--- config.mk ---
export PLATFORM = sky130hd
export DESIGN_NAME = pe_dispatch
export DESIGN_NICKNAME = d
export VERILOG_FILES = /design/src/rtl/pe_pkg.sv /design/src/rtl/pe_sync_fifo.sv /design/src/rtl/pe_dispatch.sv
export SDC_FILE = /design/constraint.sdc
export NUM_CORES = 1
export LEC_CHECK = 0
export ABC_AREA = 1
export CAP_MARGIN = 10
export CORE_ASPECT_RATIO = 0.8
export CORE_MARGIN = 10
export CORE_UTILIZATION = 45
export CTS_CLUSTER_SIZE = 8
export DETAILED_ROUTE_END_ITERATION = 8
export PLACE_DENSITY = 0.77
export REMOVE_ABC_BUFFERS = 1
export SYNTH_ARGS = -nofsm -noshare
export SYNTH_HDL_FRONTEND = slang
export SYNTH_SLANG_ARGS = --single-unit
--- constraint.sdc ---
create_clock -name clk -period 1.83 [get_ports clk]
set_input_delay 0.366 -clock clk [delete_from_list [all_inputs] [get_ports clk]]
set_output_delay 0.366 -clock clk [all_outputs]
set_load 0.005 [all_outputs]
--- src/rtl/pe_pkg.sv ---
// Shared types for the PE dispatcher: FSM state encoding and the FIFO entry layout.
package pe_pkg;

    localparam int PE_DATA_WIDTH  = 8;
    localparam int PE_SEL_WIDTH   = 2;
    localparam int PE_ENTRY_WIDTH = PE_DATA_WIDTH + PE_SEL_WIDTH + 1;

    typedef enum logic [1:0] {
        IDLE  = 2'd0,
        UNI   = 2'd1,
        BCAST = 2'd2
    } dispatch_state_t;

    // bcast sits in the LSB so the FIFO look-ahead flag can point at bit 0
    typedef struct packed {
        logic [PE_DATA_WIDTH-1:0] data;
        logic [PE_SEL_WIDTH-1:0]  dest;
        logic                     bcast;
    } pe_entry_t;

endpackage

--- src/rtl/pe_sync_fifo.sv ---
// Synchronous FIFO with registered occupancy, combinational head read and a
// one-bit peek at the entry behind the head.
module pe_sync_fifo #(
    parameter int WIDTH    = 11,
    parameter int DEPTH    = 4,
    parameter int PEEK_BIT = 0
) (
    input  logic                   clk,
    input  logic                   rst,
    input  logic                   push,
    input  logic                   pop,
    input  logic                   flush,
    input  logic [WIDTH-1:0]       wdata,
    output logic [WIDTH-1:0]       head,
    output logic                   peek_flag,
    output logic [$clog2(DEPTH):0] count,
    output logic                   full,
    output logic                   empty
);
    localparam int AW = $clog2(DEPTH);

    logic [WIDTH-1:0] mem [DEPTH];
    logic [AW-1:0]    wr_ptr;
    logic [AW-1:0]    rd_ptr;
    logic             do_push;
    logic             do_pop;

    assign full      = (count == (AW+1)'(DEPTH));
    assign empty     = (count == '0);
    assign do_push   = push && !full;
    assign do_pop    = pop && !empty;
    assign head      = mem[rd_ptr];
    assign peek_flag = mem[rd_ptr + AW'(1)][PEEK_BIT];

    always_ff @(posedge clk) begin
        if (do_push && !flush) begin
            mem[wr_ptr] <= wdata;
        end
    end

    always_ff @(posedge clk or posedge rst) begin
        if (rst) begin
            wr_ptr <= '0;
            rd_ptr <= '0;
            count  <= '0;
        end else if (flush) begin
            wr_ptr <= '0;
            rd_ptr <= '0;
            count  <= '0;
        end else begin
            if (do_push) wr_ptr <= wr_ptr + AW'(1);
            if (do_pop)  rd_ptr <= rd_ptr + AW'(1);
            case ({do_push, do_pop})
                2'b10:   count <= count + (AW+1)'(1);
                2'b01:   count <= count - (AW+1)'(1);
                default: count <= count;
            endcase
        end
    end

endmodule

--- src/rtl/pe_dispatch.sv ---
// Buffered dispatcher feeding the PE 1-to-N demux; unicast or ordered broadcast
// issue, one registered out_en pulse per delivered word.
//
//   state | meaning
//   IDLE  | FIFO empty, waiting for an entry
//   UNI   | head is unicast, waiting on dst_ready[head.dest]
//   BCAST | head is broadcast, delivering to bidx in ascending order
module pe_dispatch
    import pe_pkg::*;
#(
    parameter int DATA_WIDTH = PE_DATA_WIDTH,
    parameter int SEL_WIDTH  = PE_SEL_WIDTH,
    parameter int DEPTH      = 4
) (
    input  logic                         clk,
    input  logic                         rst,
    input  logic                         in_valid,
    output logic                         in_ready,
    input  logic [DATA_WIDTH-1:0]        in_data,
    input  logic [SEL_WIDTH-1:0]         in_dest,
    input  logic                         in_bcast,
    input  logic                         flush,
    input  logic [(1 << SEL_WIDTH)-1:0]  dst_ready,
    output logic [DATA_WIDTH-1:0]        out_data,
    output logic [SEL_WIDTH-1:0]         out_sel,
    output logic                         out_en,
    output logic                         busy
);
    localparam int NUM_OUTPUTS = 1 << SEL_WIDTH;
    localparam int CW          = $clog2(DEPTH) + 1;

    dispatch_state_t      state, state_nxt;
    logic [SEL_WIDTH-1:0] bidx, bidx_nxt;
    logic [SEL_WIDTH-1:0] target;
    pe_entry_t            in_entry, head;
    logic [CW-1:0]        count, count_after;
    logic                 full, empty, peek_bcast, new_head_bcast;
    logic                 push, pop, issue;

    assign in_entry = '{data: in_data, dest: in_dest, bcast: in_bcast};
    assign in_ready = !full;
    assign push     = in_valid && !full && !flush;

    pe_sync_fifo #(
        .WIDTH    (DATA_WIDTH + SEL_WIDTH + 1),
        .DEPTH    (DEPTH),
        .PEEK_BIT (0)
    ) u_fifo (
        .clk       (clk),
        .rst       (rst),
        .push      (push),
        .pop       (pop),
        .flush     (flush),
        .wdata     (in_entry),
        .head      (head),
        .peek_flag (peek_bcast),
        .count     (count),
        .full      (full),
        .empty     (empty)
    );

    // With a single entry left, the only possible new head is a same-cycle push
    assign new_head_bcast = (count == CW'(1)) ? in_bcast : peek_bcast;

    always_comb begin
        state_nxt = state;
        bidx_nxt  = bidx;
        issue     = 1'b0;
        pop       = 1'b0;
        target    = head.dest;
        case (state)
            IDLE: begin
                if (!empty) state_nxt = head.bcast ? BCAST : UNI;
            end
            UNI: begin
                if (dst_ready[head.dest]) begin
                    issue = 1'b1;
                    pop   = 1'b1;
                end
            end
            BCAST: begin
                target = bidx;
                if (dst_ready[bidx]) begin
                    issue    = 1'b1;
                    bidx_nxt = bidx + SEL_WIDTH'(1);
                    if (bidx == SEL_WIDTH'(NUM_OUTPUTS - 1)) begin
                        pop      = 1'b1;
                        bidx_nxt = '0;
                    end
                end
            end
            default: state_nxt = IDLE;
        endcase
        if (pop) begin
            if (count == CW'(1) && !push) state_nxt = IDLE;
            else                          state_nxt = new_head_bcast ? BCAST : UNI;
        end
        if (flush) begin
            state_nxt = IDLE;
            bidx_nxt  = '0;
            issue     = 1'b0;
            pop       = 1'b0;
        end
    end

    always_comb begin
        count_after = count;
        if (flush)             count_after = '0;
        else if (push && !pop) count_after = count + CW'(1);
        else if (pop && !push) count_after = count - CW'(1);
    end

    always_ff @(posedge clk or posedge rst) begin
        if (rst) begin
            state <= IDLE;
            bidx  <= '0;
        end else begin
            state <= state_nxt;
            bidx  <= bidx_nxt;
        end
    end

    always_ff @(posedge clk or posedge rst) begin
        if (rst) begin
            out_en   <= 1'b0;
            out_sel  <= '0;
            out_data <= '0;
            busy     <= 1'b0;
        end else begin
            out_en <= issue;
            busy   <= issue || (count_after != '0);
            if (issue) begin
                out_sel  <= target;
                out_data <= head.data;
            end
        end
    end

endmodule

==> run_results.csv <==
group,metric,value,unit
grt,global_route.overflow_total,0,
flow_run,drv_cap,0,
worst_setup_path,critical_path_required,1.46,ns
synth,yosys_warnings,0,
grt,antenna_found_initial,0,
synth,yosys.area.top_type,"sky130_fd_sc_hd__edfxtp_1",
die,boundaryPins,32,
synth,synth_enable_flop_cells,44,
power_and_ir_drop,finalPower,0.00419,W
cells_and_area,finalNetCount,411,
worst_setup_path,worst-setup-path-type,"flop to output pin",
synth,synth.top_cell.area_share,0.419,
grt,first_pass_grt_wire_length,11500,um
clock_network,worst_skew_pair_later_pin_latency,0.35,ns
worst_setup_path,critPathLaunchType,"flop",
synth,syn-mean-instance-area,10.1,um2
synth,synth_most_common_cell,"sky130_fd_sc_hd__nand2_1",
placed_design,place_congestion,0.873,
cells_and_area,stdcell_count,471,
worst_setup_path,worst_path_largest_cell_delay,0.40,ns
synth,number_of_register_bits_inferred_by_synthesis,67,
synth,post_synth_most_frequent_cells,"sky130_fd_sc_hd__nand2_1 (77), sky130_fd_sc_hd__edfxtp_1 (44), sky130_fd_sc_hd__inv_1 (30), sky130_fd_sc_hd__o21ai_0 (29), sky130_fd_sc_hd__nor2_1 (27)",
cells_and_area,num_antenna_cells,0,
timing,finalHoldViolCount,0,
timing,worst_clock_skew,0.00751,ns
die,die_h,94.9,um
clock_network,cts-root-buf,"sky130_fd_sc_hd__clkbuf_8",
power_and_ir_drop,vdd_ir_max,0.347,mV
routing,mean_routed_wirelength_per_cell,15.1,um
routing,detailed_route_drc_error_count,0,
routing,detail_route.wirelength,7090,um
synth,synth_seq_area_share,0.601,
power_and_ir_drop,cellLeakagePower,1.73,nW
grt,via_count_of_the_first_global_routing_pass,2323,
worst_setup_path,critical_path.top_delay_family,"flip-flops",
cells_and_area,layout.filler_cells,565,
cells_and_area,area_growth_syn_to_layout,27.3,%
worst_setup_path,path_buf_inv,2,
worst_setup_path,worst_r2r_setup_slack,0.11,ns
timing,fmax,565,MHz
synth,netlist_area,3150,um2
synth,synth_area_leaders,"sky130_fd_sc_hd__edfxtp_1 (42%), sky130_fd_sc_hd__dfrtp_1 (18%), sky130_fd_sc_hd__nand2_1 (9.2%), sky130_fd_sc_hd__ha_1 (5.2%), sky130_fd_sc_hd__o21ai_0 (4.6%)",
timing,slew_hr,0.797,
worst_hold_path,hold_path.class,"input port to asynchronous set/reset pin",
cells_and_area,drive_gt1_frac,0.195,
run_status,outcome,"finished clean",
timing,timing.final.crit_share,0.967,
die,initial_utilization,0.460,
worst_setup_path,timing.critical_path.cells,"inv_1, ha_2, nand2_1, dlygate4sd2_1",
timing,final_max_slew_viol_count,0,
placed_design,detailed_placement_wirelength_estimate,5120,um
timing,setup_violations,0,
synth,netlist_instances,313,
die,overall_die_area,10800,um2
routing,vias_per_cell,5.08,
routing,number_of_nets_still_failing_antenna_checks_after_routing,0,
placed_design,placedCellCount,454,
power_and_ir_drop,powerDensity,1040,nW/um2
synth,primary_ff_master_synth,"sky130_fd_sc_hd__edfxtp_1",
die,std_cell_rows,27,
worst_setup_path,worstSetupEndpointType,"output pin",
clock_network,tritoncts_num_sinks,67,
clock_network,cts.htree.levels,3,
die,core,6860,um2
timing,timing_worst_slew_pin_value,0.304,ns
worst_setup_path,arrival_time_reported_for_the_critical_path_endpoint,1.40,ns
worst_setup_path,crit_fanout,3,
grt,grt_util_all_layers,0.135,
routing,detailedRoute.firstPassIterationCount,4,
synth,synth_cell_type_count,29,
clock_network,maximum_number_of_buffers_from_clock_root_to_sink,2,
grt,grt_start_max_net_pins,24,
clock_network,tritoncts_clock_tree,"yes",
routing,route.vias.total,2392,
clock_network,cts_made_buffers,9,
clock_network,clk_transition_reported_paths,0.08,ns
synth,postSynth.asyncResetShare,0.343,
routing,drt_first_iter_violations,151,
worst_setup_path,timing.critical_path.slowest_stage_cell,"sky130_fd_sc_hd__dfrtp_1",
placed_design,placement.io_buffers,31,
die,die_w,114,um
timing,timing.final.crit_period,1.77,ns
[worst reg2reg max path, stage by stage, from the launching register on]
cell and delay (ns):
sky130_fd_sc_hd__dfrtp_2 0.46, sky130_fd_sc_hd__buf_6 0.14, sky130_fd_sc_hd__nand2_1 0.04, sky130_fd_sc_hd__nand3_1 0.09, sky130_fd_sc_hd__nand2_2 0.12, sky130_fd_sc_hd__inv_2 0.05, sky130_fd_sc_hd__nand3_2 0.07, sky130_fd_sc_hd__nand2_2 0.06
sky130_fd_sc_hd__nand2_4 0.09, sky130_fd_sc_hd__nand2_8 0.08, sky130_fd_sc_hd__nand3_4 0.10, sky130_fd_sc_hd__nand2_4 0.07, sky130_fd_sc_hd__a21oi_4 0.16, sky130_fd_sc_hd__nand2_1 0.07, sky130_fd_sc_hd__nand2_1 0.06
[flip-flops by register name, indices dropped and copies added (netlist names)]
register       flops
u_fifo.wr_ptr      2
u_fifo.mem        44
state              2
out_en             1
u_fifo.count       3
bidx               2
busy               1
out_data           8
u_fifo.rd_ptr      2
out_sel            2
[cell usage in the layout, fill, tap and decap left out, drive strengths merged]
cell type and count:
dlygate4sd2 1, nor3 1, clkdlybuf4s50 30, o21ai 32, xnor2 2, dfrtp 23
nor2 27, edfxtp 44, a211oi 1, nand2 85, a21boi 2, nand3 21
o22ai 8, ha 13, a21oi 4, o211ai 2, o31ai 1, buf 33
clkinvlp 2, inv 34, clkinv 3, clkbuf 11, nand4 3, o211a 1
[what timing repair did]
action | 4_1_cts | 5_1_grt
hold buffers | 0 | 0
resized for setup | 2 | 15
pin swaps | 0 | 3
setup buffers | 0 | 1
endpoints found under the setup margin | 1 | 18
[area by class of cell]
class	instances	area [um2]	area share
flip-flops and latches	67	1900	0.473
multi-input cells	203	1130	0.281
repair buffers	64	561	0.140
clock buffers	11	151	0.0377
inverters	34	130	0.0324
well taps	87	109	0.0271
clock inverters	5	37.5	0.00935
[stage by stage]
step / hold WS [ns] / util / instance area, um2 / setup TNS (ns) / worst slack, ns
floorplan: 0.368 / - / 3100 / -10.53 / -0.268
global placement: 0.461 / 0.549 / 3760 / -2.31 / -0.160
detailed placement: 0.466 / 0.549 / 3760 / -2.94 / -0.224
CTS: 0.363 / 0.576 / 3950 / 0 / 0.0478
global route: 0.379 / 0.585 / 4010 / -0.0934 / -0.0240
finish: 0.360 / 0.585 / 4010 / 0 / 0.0607
[routing by layer]
metal	up-vias	track usage	wire, um
li1	1183	-	-
met1	1137	0.173	3210
met2	67	0.202	3270
met3	5	0.0520	547
met4	0	0.0527	67
met5	-	0	0
[where the power goes]
part	switching [W]	internal, W	leakage [nW]
Combinational	0.000558	0.000547	0.942
Clock	0.000593	0.000567	0.0915
Sequential	0.000111	0.00181	0.699
[kinds of logic (layout without fill, tap and decap cells)]
family,after synthesis,after routing,synth area share
compound gates,51,51,0.0916
buf+inv,43,114,0.0567
simple gates,137,137,0.193
xor+xnor,2,2,0.00555
flops,67,67,0.601
fa+ha+maj,13,13,0.0516
[worst paths after layout]
path,from,end,depth (start not counted)
worst min-delay path,rst,out_data[0]$_DFFE_PP0P_,3
worst max register to register,u_fifo.rd_ptr[0]$_DFFE_PP0P_,u_fifo.count[0]$_DFFE_PP0P_,14
worst min register to register,out_data[5]$_DFFE_PP0P_,out_data[5]$_DFFE_PP0P_,2
worst max-delay path,u_fifo.count[1]$_DFFE_PP0P_,in_ready,4
min in group clk,out_data[5]$_DFFE_PP0P_,out_data[5]$_DFFE_PP0P_,2
max in group asynchronous,rst,u_fifo.rd_ptr[1]$_DFFE_PP0P_,3
Power figures use the tool's default switching activity.
